===== src/rtl/hazard_ctrl_if.sv =====
// Pipeline-side signal bundle for the hazard controller: ID/EX status
// coming in, stall/bubble/flush/hold controls going out.
interface hazard_ctrl_if;
    logic       id_valid;
    logic [4:0] id_rs1;
    logic [4:0] id_rs2;
    logic       id_uses_rs1;
    logic       id_uses_rs2;
    logic       ex_valid;
    logic [4:0] ex_rd;
    logic       ex_mem_read;
    logic       jmp;
    logic       mem_busy;
    logic       pc_stall;
    logic       id_bubble;
    logic       if_flush;
    logic       ex_hold;

    // Pipeline side: supplies stage status, consumes controls
    modport master (
        output id_valid, id_rs1, id_rs2, id_uses_rs1, id_uses_rs2,
        output ex_valid, ex_rd, ex_mem_read, jmp, mem_busy,
        input  pc_stall, id_bubble, if_flush, ex_hold
    );

    // Controller side
    modport slave (
        input  id_valid, id_rs1, id_rs2, id_uses_rs1, id_uses_rs2,
        input  ex_valid, ex_rd, ex_mem_read, jmp, mem_busy,
        output pc_stall, id_bubble, if_flush, ex_hold
    );
endinterface


===== src/rtl/hazard_ctrl.sv =====
// Pipeline sequencing controller for the five-stage core.
// Controls are combinational from the current state and inputs.
// Stall and redirect counters saturate, and perf_clr takes priority.
module hazard_ctrl #(
    parameter int FLUSH_CYCLES = 2,
    parameter int CNT_W        = 16
) (
    input  logic             clk,
    input  logic             reset,
    hazard_ctrl_if.slave     pipe,
    input  logic             perf_clr,
    output logic [CNT_W-1:0] stall_cnt,
    output logic [CNT_W-1:0] redirect_cnt,
    output logic [1:0]       state
);

    typedef enum logic [1:0] {
        ST_RUN      = 2'd0,
        ST_FLUSH    = 2'd1,
        ST_MEM_WAIT = 2'd2
    } state_t;

    // Extra flush cycles owed after the redirect cycle itself
    localparam logic [2:0]       FC_LOAD  = 3'(FLUSH_CYCLES - 1);
    localparam logic [CNT_W-1:0] CNT_MAX  = {CNT_W{1'b1}};

    state_t           state_q, state_d;
    logic [2:0]       fc_q, fc_d;
    logic [CNT_W-1:0] stall_cnt_q, stall_cnt_d;
    logic [CNT_W-1:0] redirect_cnt_q, redirect_cnt_d;

    logic hz;
    logic pc_stall_c, id_bubble_c, if_flush_c, ex_hold_c;
    logic redirect_inc;

    // Load-use: a load in EX writes a register the ID instruction reads
    assign hz = pipe.id_valid & pipe.ex_valid & pipe.ex_mem_read &
                (pipe.ex_rd != 5'd0) &
                ((pipe.id_uses_rs1 & (pipe.id_rs1 == pipe.ex_rd)) |
                 (pipe.id_uses_rs2 & (pipe.id_rs2 == pipe.ex_rd)));

    // Next-state and raw control decode; priority mem_busy > jmp > hz
    always_comb begin
        state_d      = state_q;
        fc_d         = fc_q;
        pc_stall_c   = 1'b0;
        id_bubble_c  = 1'b0;
        if_flush_c   = 1'b0;
        ex_hold_c    = 1'b0;
        redirect_inc = 1'b0;
        case (state_q)
            ST_FLUSH: begin
                if_flush_c = 1'b1;
                if (pipe.mem_busy) begin
                    // Memory stalls the back end; keep flushing, freeze fc
                    ex_hold_c  = 1'b1;
                    pc_stall_c = 1'b1;
                end else begin
                    id_bubble_c = 1'b1;
                    if (pipe.jmp) begin
                        // Should not happen with a bubble in EX, but honour it
                        redirect_inc = 1'b1;
                        fc_d         = FC_LOAD;
                        state_d      = (FC_LOAD != 3'd0) ? ST_FLUSH : ST_RUN;
                    end else begin
                        fc_d = fc_q - 3'd1;
                        if (fc_q <= 3'd1) begin
                            fc_d    = 3'd0;
                            state_d = ST_RUN;
                        end
                    end
                end
            end
            default: begin
                // RUN, and MEM_WAIT falls through here once memory is ready
                if (pipe.mem_busy) begin
                    ex_hold_c  = 1'b1;
                    pc_stall_c = 1'b1;
                    state_d    = ST_MEM_WAIT;
                end else begin
                    state_d = ST_RUN;
                    if (pipe.jmp) begin
                        if_flush_c   = 1'b1;
                        id_bubble_c  = 1'b1;
                        redirect_inc = 1'b1;
                        fc_d         = FC_LOAD;
                        state_d      = (FC_LOAD != 3'd0) ? ST_FLUSH : ST_RUN;
                    end else if (hz) begin
                        pc_stall_c  = 1'b1;
                        id_bubble_c = 1'b1;
                    end
                end
            end
        endcase
    end

    // While reset is low every control is forced inactive
    assign pipe.ex_hold   = reset & ex_hold_c;
    assign pipe.pc_stall  = reset & pc_stall_c;
    assign pipe.if_flush  = reset & if_flush_c;
    assign pipe.id_bubble = reset & id_bubble_c & ~ex_hold_c;

    // Stall counter next value: clear wins, otherwise saturating count
    always_comb begin
        stall_cnt_d = stall_cnt_q;
        if (perf_clr) begin
            stall_cnt_d = '0;
        end else if (pipe.pc_stall && (stall_cnt_q != CNT_MAX)) begin
            stall_cnt_d = stall_cnt_q + 1'b1;
        end
    end

    // Redirect counter next value: clear wins, otherwise saturating count
    always_comb begin
        redirect_cnt_d = redirect_cnt_q;
        if (perf_clr) begin
            redirect_cnt_d = '0;
        end else if (redirect_inc && (redirect_cnt_q != CNT_MAX)) begin
            redirect_cnt_d = redirect_cnt_q + 1'b1;
        end
    end

    // State, flush counter and performance counters
    always_ff @(posedge clk or negedge reset) begin
        if (!reset) begin
            state_q        <= ST_RUN;
            fc_q           <= 3'd0;
            stall_cnt_q    <= '0;
            redirect_cnt_q <= '0;
        end else begin
            state_q        <= state_d;
            fc_q           <= fc_d;
            stall_cnt_q    <= stall_cnt_d;
            redirect_cnt_q <= redirect_cnt_d;
        end
    end

    assign stall_cnt    = stall_cnt_q;
    assign redirect_cnt = redirect_cnt_q;
    assign state        = state_q;

endmodule


===== src/flat_wrapper.sv =====
// flat-port wrapper written by rule: the top's interface ports become plain ports
module hazard_ctrl_flat 
#(
    parameter int FLUSH_CYCLES = 2,
    parameter int CNT_W        = 16
)
  (clk, reset, perf_clr, stall_cnt, redirect_cnt, state, pipe_id_valid, pipe_id_rs1, pipe_id_rs2, pipe_id_uses_rs1, pipe_id_uses_rs2, pipe_ex_valid, pipe_ex_rd, pipe_ex_mem_read, pipe_jmp, pipe_mem_busy, pipe_pc_stall, pipe_id_bubble, pipe_if_flush, pipe_ex_hold);
  hazard_ctrl_if pipe_i ();
  input  logic clk;
  input  logic reset;
  input  logic perf_clr;
  output logic [CNT_W-1:0] stall_cnt;
  output logic [CNT_W-1:0] redirect_cnt;
  output logic [1:0] state;
  input wire logic [$bits(pipe_i.id_valid)-1:0] pipe_id_valid;
  input wire logic [$bits(pipe_i.id_rs1)-1:0] pipe_id_rs1;
  input wire logic [$bits(pipe_i.id_rs2)-1:0] pipe_id_rs2;
  input wire logic [$bits(pipe_i.id_uses_rs1)-1:0] pipe_id_uses_rs1;
  input wire logic [$bits(pipe_i.id_uses_rs2)-1:0] pipe_id_uses_rs2;
  input wire logic [$bits(pipe_i.ex_valid)-1:0] pipe_ex_valid;
  input wire logic [$bits(pipe_i.ex_rd)-1:0] pipe_ex_rd;
  input wire logic [$bits(pipe_i.ex_mem_read)-1:0] pipe_ex_mem_read;
  input wire logic [$bits(pipe_i.jmp)-1:0] pipe_jmp;
  input wire logic [$bits(pipe_i.mem_busy)-1:0] pipe_mem_busy;
  output wire logic [$bits(pipe_i.pc_stall)-1:0] pipe_pc_stall;
  output wire logic [$bits(pipe_i.id_bubble)-1:0] pipe_id_bubble;
  output wire logic [$bits(pipe_i.if_flush)-1:0] pipe_if_flush;
  output wire logic [$bits(pipe_i.ex_hold)-1:0] pipe_ex_hold;
  assign pipe_i.id_valid = pipe_id_valid;
  assign pipe_i.id_rs1 = pipe_id_rs1;
  assign pipe_i.id_rs2 = pipe_id_rs2;
  assign pipe_i.id_uses_rs1 = pipe_id_uses_rs1;
  assign pipe_i.id_uses_rs2 = pipe_id_uses_rs2;
  assign pipe_i.ex_valid = pipe_ex_valid;
  assign pipe_i.ex_rd = pipe_ex_rd;
  assign pipe_i.ex_mem_read = pipe_ex_mem_read;
  assign pipe_i.jmp = pipe_jmp;
  assign pipe_i.mem_busy = pipe_mem_busy;
  assign pipe_pc_stall = pipe_i.pc_stall;
  assign pipe_id_bubble = pipe_i.id_bubble;
  assign pipe_if_flush = pipe_i.if_flush;
  assign pipe_ex_hold = pipe_i.ex_hold;
  hazard_ctrl #(.FLUSH_CYCLES(FLUSH_CYCLES), .CNT_W(CNT_W)) u_core (.clk(clk), .reset(reset), .pipe(pipe_i), .perf_clr(perf_clr), .stall_cnt(stall_cnt), .redirect_cnt(redirect_cnt), .state(state));
endmodule

===== config.mk =====
export PLATFORM = sky130hd
export DESIGN_NAME = hazard_ctrl_flat
export DESIGN_NICKNAME = d
export VERILOG_FILES = /design/src/rtl/hazard_ctrl_if.sv /design/src/rtl/hazard_ctrl.sv /design/src/flat_wrapper.sv
export SDC_FILE = /design/constraint.sdc
export NUM_CORES = 1
export LEC_CHECK = 0
export ABC_AREA = 1
export ABC_CLOCK_PERIOD_IN_PS = 4280
export CELL_PAD_IN_SITES_DETAIL_PLACEMENT = 1
export CELL_PAD_IN_SITES_GLOBAL_PLACEMENT = 2
export CORE_ASPECT_RATIO = 1.4
export CORE_MARGIN = 4
export CORE_UTILIZATION = 29
export CTS_CLUSTER_DIAMETER = 40
export DETAILED_ROUTE_END_ITERATION = 12
export PLACE_DENSITY_LB_ADDON = 0.1
export RECOVER_POWER = 25
export REMOVE_ABC_BUFFERS = 1
export SETUP_SLACK_MARGIN = 0.4
export SYNTH_ARGS = -nofsm -noshare
export SYNTH_HDL_FRONTEND = slang
export SYNTH_SLANG_ARGS = --single-unit

===== constraint.sdc =====
create_clock -name clk -period 4.28 [get_ports clk]
set_input_delay 0.428 -clock clk [delete_from_list [all_inputs] [get_ports clk]]
set_output_delay 0.428 -clock clk [all_outputs]
set_load 0.01 [all_outputs]

# Yosys cells after proc, flatten, opt, wreduce, memory -nomap -nowiden
# Cells that the tools add are included.
word_totals:
  reg_bits: 37
  inputBits: 25
  output_inout_bits: 38
  wordCells: 65
op_classes:
  addsub: 3
  magnitude_cmp: 1
  n_eq_ne: 7
  mux: 28
  bitwise: 14
  n_reduce_logical: 8
ops:
  columns: ["operator", "n"]
  rows:
  - ["16-bit 2-to-1 mux", 4]
  - ["16-bit by 1-bit adder with 16-bit output, second input constant", 2]
  - ["16-bit != test, second input constant", 2]
  - ["3-bit 2-to-1 mux", 6]
  - ["1-bit 2-to-1 mux", 13]
  - ["1-bit AND", 11]
  - ["5-bit equality test", 2]
  - ["2-bit 2-to-1 mux", 5]
  - ["2-bit nonzero test", 3]
  - ["5-bit nonzero test", 1]
  - ["2-bit AND reduction", 2]
  - ["3-bit by 1-bit <= comparator with 1-bit output, second input constant", 1]
  - ["3-bit by 2-bit != test with 1-bit output, second input constant", 1]
  - ["3-bit by 1-bit subtractor with 3-bit output, second input constant", 1]
  - ["2-bit by 1-bit equality test with 1-bit output, second input constant", 1]
  - ["1-bit logical AND", 2]
  - ["2-bit != test, second input constant", 1]
  - ["1-bit inverter", 2]
  - ["1-bit OR", 1]

# Longest topological paths before layout
# Gate-level depths: netlist of run 1.
logic_depth:
  word_depth: 12
  depth_mapped: 12
  depth_no_buf: 11

# Worst setup path after synthesis of run 1
# Ideal clock, no wire load.
synth_path:
  kind: "register to register"
  startpoint: "register u_core.stall_cnt_q[0] (netlist: u_core.stall_cnt[0])"
  endpoint: "register u_core.stall_cnt_q[6] (netlist: u_core.stall_cnt[6])"
  setup_ns: 0.118
  t_arrival_ns: 1.577
  t_required_ns: 4.162
  setup_slack_ns: 2.585
  path_stages_with_launch: 8
  n_path_buf: 1
  synth_period_minus_slack_ns: 1.695
  path_cell_list: "dfrtp_1 ha_1 nand2_1 nor3b_4 nand4_4 buf_2 nand4_1 nand2_1"
synth_between:
  elab_chain_cells: 3
  elab_cells_between_ends: 6
  cone_classes: "add/sub (1); eq/ne (1); mux (2); reduce/logical (2)"
synth_rtl:
  columns: ["item", "line", "rtl"]
  rows:
  - ["start: declaration", "hazard_ctrl.sv:29", "logic [CNT_W-1:0] stall_cnt_q, stall_cnt_d;"]
  - ["start signal: assignment", "hazard_ctrl.sv:133", "stall_cnt_q <= stall_cnt_d;"]
  - ["16-bit by 1-bit adder with 16-bit output / 16-bit != test (equally long branches)", "hazard_ctrl.sv:109, hazard_ctrl.sv:108", null]
  - ["16-bit 2-to-1 mux / 1-bit logical AND (equally long branches)", "hazard_ctrl.sv:108", "end else if (pipe.pc_stall && (stall_cnt_q != CNT_MAX)) begin"]
  - ["16-bit 2-to-1 mux / 2-bit nonzero test (equally long branches)", null, null]
# Several ways; a longest one is shown, not always the timed one. The select of a mux whose other input is x is not followed.
# A chain may end at the register's enable or synchronous reset.

# Final worst setup path of run 1
layout_path:
  startpoint: "input pipe_ex_rd[2]"
  endpoint: "output pipe_id_bubble"
layout_between:
  elab_chain_cells: 10
  elab_cells_between_ends: 14
  cone_classes: "eq/ne (2); mux (4); bitwise (7); reduce/logical (1)"
layout_rtl:
  columns: ["item", "line", "rtl"]
  rows:
  - ["start: declaration", "flat_wrapper.sv:21", "input wire logic [$bits(pipe_i.ex_rd)-1:0] pipe_ex_rd;"]
  - ["5-bit equality test (on tied branches)", "hazard_ctrl.sv:39, hazard_ctrl.sv:40", null]
  - ["1-bit AND (on tied branches)", "hazard_ctrl.sv:39, hazard_ctrl.sv:40", null]
  - ["1-bit OR", "hazard_ctrl.sv:39", "((pipe.id_uses_rs1 & (pipe.id_rs1 == pipe.ex_rd)) |"]
  - ["1-bit AND *", "hazard_ctrl.sv:38", "(pipe.ex_rd != 5'd0) &"]
  - ["1-bit 2-to-1 mux *", "hazard_ctrl.sv:88", "end else if (hz) begin"]
  - ["1-bit 2-to-1 mux *", "hazard_ctrl.sv:82", "if (pipe.jmp) begin"]
  - ["1-bit 2-to-1 mux *", "hazard_ctrl.sv:76", "if (pipe.mem_busy) begin"]
  - ["1-bit 2-to-1 mux *", "hazard_ctrl.sv:51", "case (state_q)"]
  - ["1-bit AND * (2 in a row)", "hazard_ctrl.sv:101", "assign pipe.id_bubble = reset & id_bubble_c & ~ex_hold_c;"]
  - ["end: declaration", "flat_wrapper.sv:26", "output wire logic [$bits(pipe_i.id_bubble)-1:0] pipe_id_bubble;"]
# Every way passes the cells marked *; elsewhere a longest branch is shown, timed or not.

==> results by group, run 1 <==
Clock tree
  – CTS tree: done
  – Clk sinks: 37
  – Post-CTS sizing: 0
  – # H-tree levels: 2
  – Hold_buf cts: 0
  – Number of buffers added for setup after CTS: 0
  – Clk slew on worst S/H paths: 0.06 ns
  – Clk Latency, worst-skew pair: 0.29 ns
  – Root Buffer: clkbuf_16
  – CTS max path bufs: 2
  – CTS Buf Count: 5

Global routing
  – Grt ovf: 0
  – Largest net degree at the start of global routing: 28
  – Total track usage: around 16%
  – First-pass GRT wire length: 13,200 um
  – Antenna violations before repair: 0
  – Via count of the first global-routing pass: 2,680

Cells and area
  – Share of layout cells above drive strength 1: 4.61%
  – Fin nets: between 400 and 500
  – # fillers: between 1,000 and 1,500
  – Area of the multi-input gates: about 1400 sq um
  – Ant. Diodes: 0
  – Storage cell area: around 930 sq um
  – Layout area overhead: 35.2%

Timing
  – Final min period: roughly 2.6 ns
  – Slew headroom: around 1.1%
  – Setup TNS: 0 ns
  – Final-report setup violation count: 0
  – Worst-margin pin slew: around 1.5 ns
  – Fmax: about 380 MHz
  – Final hold viol count: 0
  – Period utilisation layout: 60.9%
  – RSZ-0062 raised after global routing: false
  – Fin. max-slew vios: 0
  – Clock Skew: 0.00669 ns

Critical path
  – CP max stage delay: 0.57 ns
  – Crit-path cells: clkdlybuf4s50_1 > inv_1 > nand2_1 > nand2_1 > nor2_1 > nand3_1 > nand2_1 > a21oi_1 > nor3_1 > clkdlybuf4s50_1
  – Crit end category: primary output
  – Worst EP required: 3.85 ns
  – CP Launch Type: primary input
  – Critical-path top delay cell: clkdlybuf4s50_1
  – Worst EP arrival: 2.18 ns
  – CP most frequent cell: nand2_1
  – Largest fanout on the critical path: 3
  – Buf/Inv on CP: 3
  – Worst path top cell family by delay: buffers and inverters
  – Worst setup path class: primary input to primary output

Synth
  – Synth Flop Type: dfrtp_1
  – YS warnings: 0
  – Largest family of logic cells by synthesized area: simple AND/OR/NAND/NOR gates
  – Synth unique cells: 33
  – Avg Inst Size Synth: 6.93 sq um
  – Multiplexer share of the synthesized area: 0%
  – Synthesized instance count: approximately 370
  – XOR/XNOR Fraction of Synth Area: 5.84%
  – Sequential share of the synthesized area: 36.3%
  – Ys async rst share: 100%
  – Cell area after synthesis: 2550 sq um
  – Simple-gate share of the synthesized area: 38.5%
  – Flops & latches, synth: 37
  – Adder-cell area share of the yosys netlist: 1.96%
  – EDFF count, synth: 0
  – Compound-Gate Fraction of Synth Area: under 10%

Detailed routing
  – Initial drt markers: slightly above 70
  – Wire length on met1: 3440 um
  – Drt pass-1 iters: 4
  – WL met2: between 4000 and 5000 um
  – Met3 wire len: 195 um
  – Top routing layer in use: met4
  – Vias per inst: 4.84
  – Drt drc: 0
  – Routed WL: 7840 um
  – Number of routed nets with antenna violations: 0
  – Total number of vias: roughly 2,600
  – Routed WL per cell: 14.5 um

Pwr
  – Total power: about 0.9 mW
  – Power per cell area: roughly 260 nW/um^2
  – Leak: 1.65 nW
  – VDD IR max: 130 uV

Die
  – Die Wd: 87.3 um
  – Die area: 10,400 sq um
  – Core ar.: between 8000 and 9000 sq um
  – I/O Pins: 63
  – Die Y-Extent: 119 um
  – Core Rows: 40
  – Starting Density: between 20% and 30%

Outcome
  – Status: complete, no violations

Placement
  – Port Buf Inserts: between 60 and 70
  – Hpwl dp: 6000 um
  – GPL Wtd Cong: about 0.8

Min path
  – Hold Crit Class: primary input to asynchronous set/reset pin

Flow run
  – Max-Cap Viols: 0
[final cells by class]
type,instances,share of cell area (%)
repair buffers,65,18.4
inverters,61,6.64
well taps,105,3.81
clock buffers,5,3.63
flip-flops and latches,37,26.9
clock inverters,3,1.34
multi-input cells,263,39.3
[cell families after synthesis]
logic type	Yosys count
and+or+nand+nor	211
adders and majority gates	4
xor gates and xnor gates	17
DFF	37
buffers and inverters	68
AOI/OAI and AO/OA	31
[synthesized netlist by cell type (2+ instances only)]
| library cell | instances | area, sq um |
|---|---|---|
| a21oi_1 | 8 | 40.0 |
| buf_2 | 4 | 20.0 |
| clkbuf_1 | 2 | 7.51 |
| clkinv_1 | 2 | 7.51 |
| dfrtp_1 | 37 | 926 |
| ha_1 | 4 | 50.1 |
| inv_1 | 59 | 221 |
| nand2_1 | 90 | 338 |
| nand2_2 | 3 | 18.8 |
| nand3_1 | 33 | 165 |
| nand4_1 | 24 | 150 |
| nor2_1 | 40 | 150 |
| nor3_1 | 12 | 60.1 |
| o21ai_0 | 13 | 65.1 |
| o31ai_1 | 3 | 22.5 |
| xor2_1 | 17 | 149 |
[placed cells by master, fill, tap and decap left out, drive strengths merged, types with 2 or more instances in the layout]
master / synthesis / routed
nand3: 33 / 33
nor2: 42 / 42
nand4: 25 / 25
dfrtp: 37 / 37
buf: 5 / 2
clkinv: 2 / 3
inv: 59 / 59
o21ai: 14 / 14
clkdlybuf4s50: 0 / 61
a21oi: 8 / 8
ha: 4 / 4
o31ai: 3 / 3
nand2: 94 / 94
xor2: 17 / 17
clkbuf: 2 / 7
nor3: 13 / 13
[registers in the layout (all words and copies together), names as in the netlist]
register,cells
u_core.state,2
u_core.stall_cnt,16
u_core.fc_q,3
u_core.redirect_cnt,16
[where the power goes]
group	internal [mW]	switching, mW
Combinational	0.0488	0.0659
Sequential	0.356	0.00578
Clock	0.276	0.158
Total	0.681	0.230
[stage by stage]
stage	utilization (%)	setup slack, ns	hold slack [ns]	area, sq um	instances
after floorplan	-	2.56	0.132	2510	361
after global placement	38.3	1.68	0.367	3280	531
after detailed placement	38.3	1.66	0.373	3280	531
after CTS	40.3	1.65	0.0642	3450	539
after global routing	40.3	1.40	0.308	3450	539
final	40.3	1.67	0.239	3450	539
[path summary, 6_finish.rpt]
| kind | start | endpoint | slack [ns] | cells past startpoint |
|---|---|---|---|---|
| worst max-delay path | pipe_ex_rd[2] | pipe_id_bubble | 1.67 | 10 |
| worst min register to register | u_core.state[1] | u_core.state[1] | 0.53 | 2 |
| worst max register to register | u_core.redirect_cnt[0] | u_core.redirect_cnt[3] | 2.22 | 10 |
| min in group clk | u_core.state[1] | u_core.state[1] | 0.53 | 2 |
| max in group asynchronous | reset | u_core.redirect_cnt[11] | 2.19 | 2 |
| worst min-delay path | reset | u_core.state[1] | 0.24 | 1 |
[routing by layer]
| layer | up-vias | global-route usage, % |
|---|---|---|
| met2 | 38 | 28.2 |
| met3 | 8 | 2.21 |
| met1 | 1242 | 19.8 |
| li1 | 1320 | - |
| met4 | 0 | 4.32 |
| met5 | - | 0 |
(Power assumes the default switching activity.)
==> inputs of run 2 (changes only) <==
- ABC_CLOCK_PERIOD_IN_PS: 4280 -> 2500
- CORE_UTILIZATION: 29 -> 27
- clock period: 4.28 -> 2.5 ns (I/O delays scaled with it)
==> run 2 against run 1 <==
Effect of this change:
- the flow now finishes with violations (max-capacitance violations)
- non-clock buffer count rose by 7
- design area rose by 1.7%
- setup slack got worse by 1.0 ns
- via count rose by 0.84%
- sequential power rose by 71%
- count of clock-buffer cells in the layout did not move
- clock skew rose by 0.0049 ns
- die area rose by 6.8%
- clock power rose by 71%
- first-iteration DRC count fell by 43%
==> results by group, run 2 (synthesis gave the netlist of run 1 again) <==
Clock tree
  – CTS max path bufs: 2 (unchanged)
  – CTS Buf Count: 5 (unchanged)
  – Clk sinks: 37 (unchanged)
  – # H-tree levels: 2 (unchanged)
  – Clk Latency, worst-skew pair: 0.29 ns (about the same)
  – Clk slew on worst S/H paths: 0.06 ns (about the same)
  – CTS tree: done
  – Root Buffer: clkbuf_16

Critical path
  – Critical path origin: pipe_ex_rd[2]
  – Crit end category: primary output
  – Worst EP required: 2.25 ns (-1.60 ns)
  – CP Launch Type: primary input
  – Worst setup path class: primary input to primary output
  – Largest fanout on the critical path: 3 (unchanged)
  – Worst flop-to-flop path startpoint: u_core.stall_cnt[0]
  – Worst EP arrival: 1.62 ns (-0.56 ns)

Flow run
  – Max-Cap Viols: 1 (+1)

Detailed routing
  – Initial drt markers: 41 (-43%)
  – Vias per inst: 4.80 (-0.81%)
  – Number of routed nets with antenna violations: 0 (unchanged)
  – Total number of vias: 2,630 (+0.84%)
  – Routed WL: 8040 um (+2.5%)
  – Drt pass-1 iters: 4 (unchanged)
  – Drt drc: 0 (unchanged)
  – Routed WL per cell: 14.7 um (+0.85%)

Placement
  – Placed cell area: 3320 sq um (+1.1%)
  – GPL Wtd Cong: 0.764 (-4.1%)
  – Hpwl dp: 6090 um (+1.5%)
  – Port Buf Inserts: 62 (unchanged)

Die
  – I/O Pins: 63 (unchanged)
  – Starting Density: 27.9% (-1.9 points)
  – Die Wd: 90.1 um (+3.3%)
  – Core ar.: 9130 sq um (+6.7%)
  – Core Rows: 41 (+2.5%)
  – Die Y-Extent: 123 um (+3.4%)
  – Die area: 11,100 sq um (+6.8%)

Timing
  – Fmax: between 500 and 600 MHz
  – Final min period: 1.87 ns
  – Period utilisation layout: 74.7%
  – Setup TNS: 0 ns (unchanged)
  – Clock Skew: 0.0116 ns (+0.00495 ns)
  – Worst-margin pin slew: 1.49 ns (+0.00741 ns)
  – Final hold viol count: 0 (unchanged)
  – Fin. max-slew vios: 0 (unchanged)
  – RSZ-0062 raised after global routing: false
  – Slew headroom: 0.580% (-0.49 points)
  – Final-report setup violation count: 0 (unchanged)

Cells and area
  – Layout area overhead: 37.5%
  – Most common cell after layout, fill and taps aside: nand2_1
  – Util after Layout: 38.4% (-1.9 points)
  – Share of layout cells above drive strength 1: 6.35% (+1.7 points)
  – Most frequent cells in the layout: 90 x nand2_1, 59 x inv_1, 57 x clkdlybuf4s50_1, 40 x nor2_1, 37 x dfrtp_1
  – Ant. Diodes: 0 (unchanged)
  – Fin nets: 469 (+1.5%)
  – Final Cell Area: 3510 sq um (+1.7%)

Global routing
  – Antenna violations before repair: 0 (unchanged)
  – Via count of the first global-routing pass: 2,671 (-0.34%)
  – First-pass GRT wire length: 13,400 um (+1.5%)
  – Total track usage: 15.2% (-0.77 points)
  – Largest net degree at the start of global routing: 42 (+50%)
  – Grt ovf: 0 (unchanged)

Outcome
  – Failing checks: max-capacitance violations
  – Status: finished, violations left

Pwr
  – Power per cell area: 445 nW/um^2 (+68%)
  – Leak: 1.71 nW (+3.5%)
  – VDD IR max: 257 uV (+97%)

Min path
  – Worst hold start: u_core.state[1]
  – Hold Crit Class: flop to flop
[run 2: changes by cell type in the layout (fill, tap and decap cells not counted)]
cell,delta
buf_4,+5
inv_6,+1
clkinvlp_4,-1
clkinv_2,+1
clkinv_4,-1
clkdlybuf4s50_1,-4
dlymetal6s2s_1,+1
dlygate4sd3_1,+2
clkbuf_2,+2
buf_12,+1
[run 2: worst paths after layout]
kind	endpoint	slack, ns	depth (start not counted)
setup reg to reg	u_core.stall_cnt[2]	0.63	7
max in group asynchronous	u_core.redirect_cnt[15]	0.99	2
min in group asynchronous	u_core.stall_cnt[14]	0.62	2
setup / recovery	pipe_id_bubble	0.63	10
hold / removal	u_core.state[1]	0.51	2
hold reg to reg	u_core.state[1]	0.51	2
[run 2: area by class of cell]
cell class / instances / area (sq um)
Clock inverter: 3 / 43.8
Inverter: 61 / 229
Tap cell: 107 / 134
Timing Repair Buffer: 72 / 693
Clock buffer: 5 / 125
Sequential cell: 37 / 926
Multi-Input combinational cell: 263 / 1360
Fill cell: 1163 / 5620
[run 2: routing by layer]
layer  track usage, %  part of all wire (%)  vias up
li1                 -                     -     1344
met1             18.1                    44     1238
met2             27.4                    52       42
met3             2.92                   3.1        6
met4             5.08                   1.3        0
met5                0                     0        -
[run 2: report_power, final]
part,internal (mW),switching [mW]
sequential,0.610,0.00983
combinational,0.0864,0.115
clock,0.473,0.267
total,1.17,0.392
[run 2: what timing repair did]
item,CTS,global route
endpoints found under the hold margin,12,0
gates resized for setup,2,6
endpoints found under the setup margin,2,19
pin swaps,0,2
setup buffers,0,3
hold buffers,1,0
[run 2: worst max-delay path, stage by stage]
cell and delay [ns]:
clkdlybuf4s50_1 0.51, inv_1 0.08, nand2_1 0.06, nand2_1 0.04, nor2_1 0.10, nand3_1 0.08
nand2_1 0.10, a21oi_1 0.07, nor3_1 0.15, clkbuf_2 0.17
[run 2: stage by stage]
step / cells / total power [mW] / hold WS [ns] / setup slack [ns]
floorplan: 361 / 0.718 / -0.0456 / 0.778
global placement: 536 / 0.836 / 0.190 / 0.255
detailed placement: 536 / 0.839 / 0.192 / 0.203
CTS: 545 / 1.60 / 0.0888 / 0.469
global route: 548 / 1.65 / 0.566 / 0.424
finish: 548 / 1.56 / 0.511 / 0.632
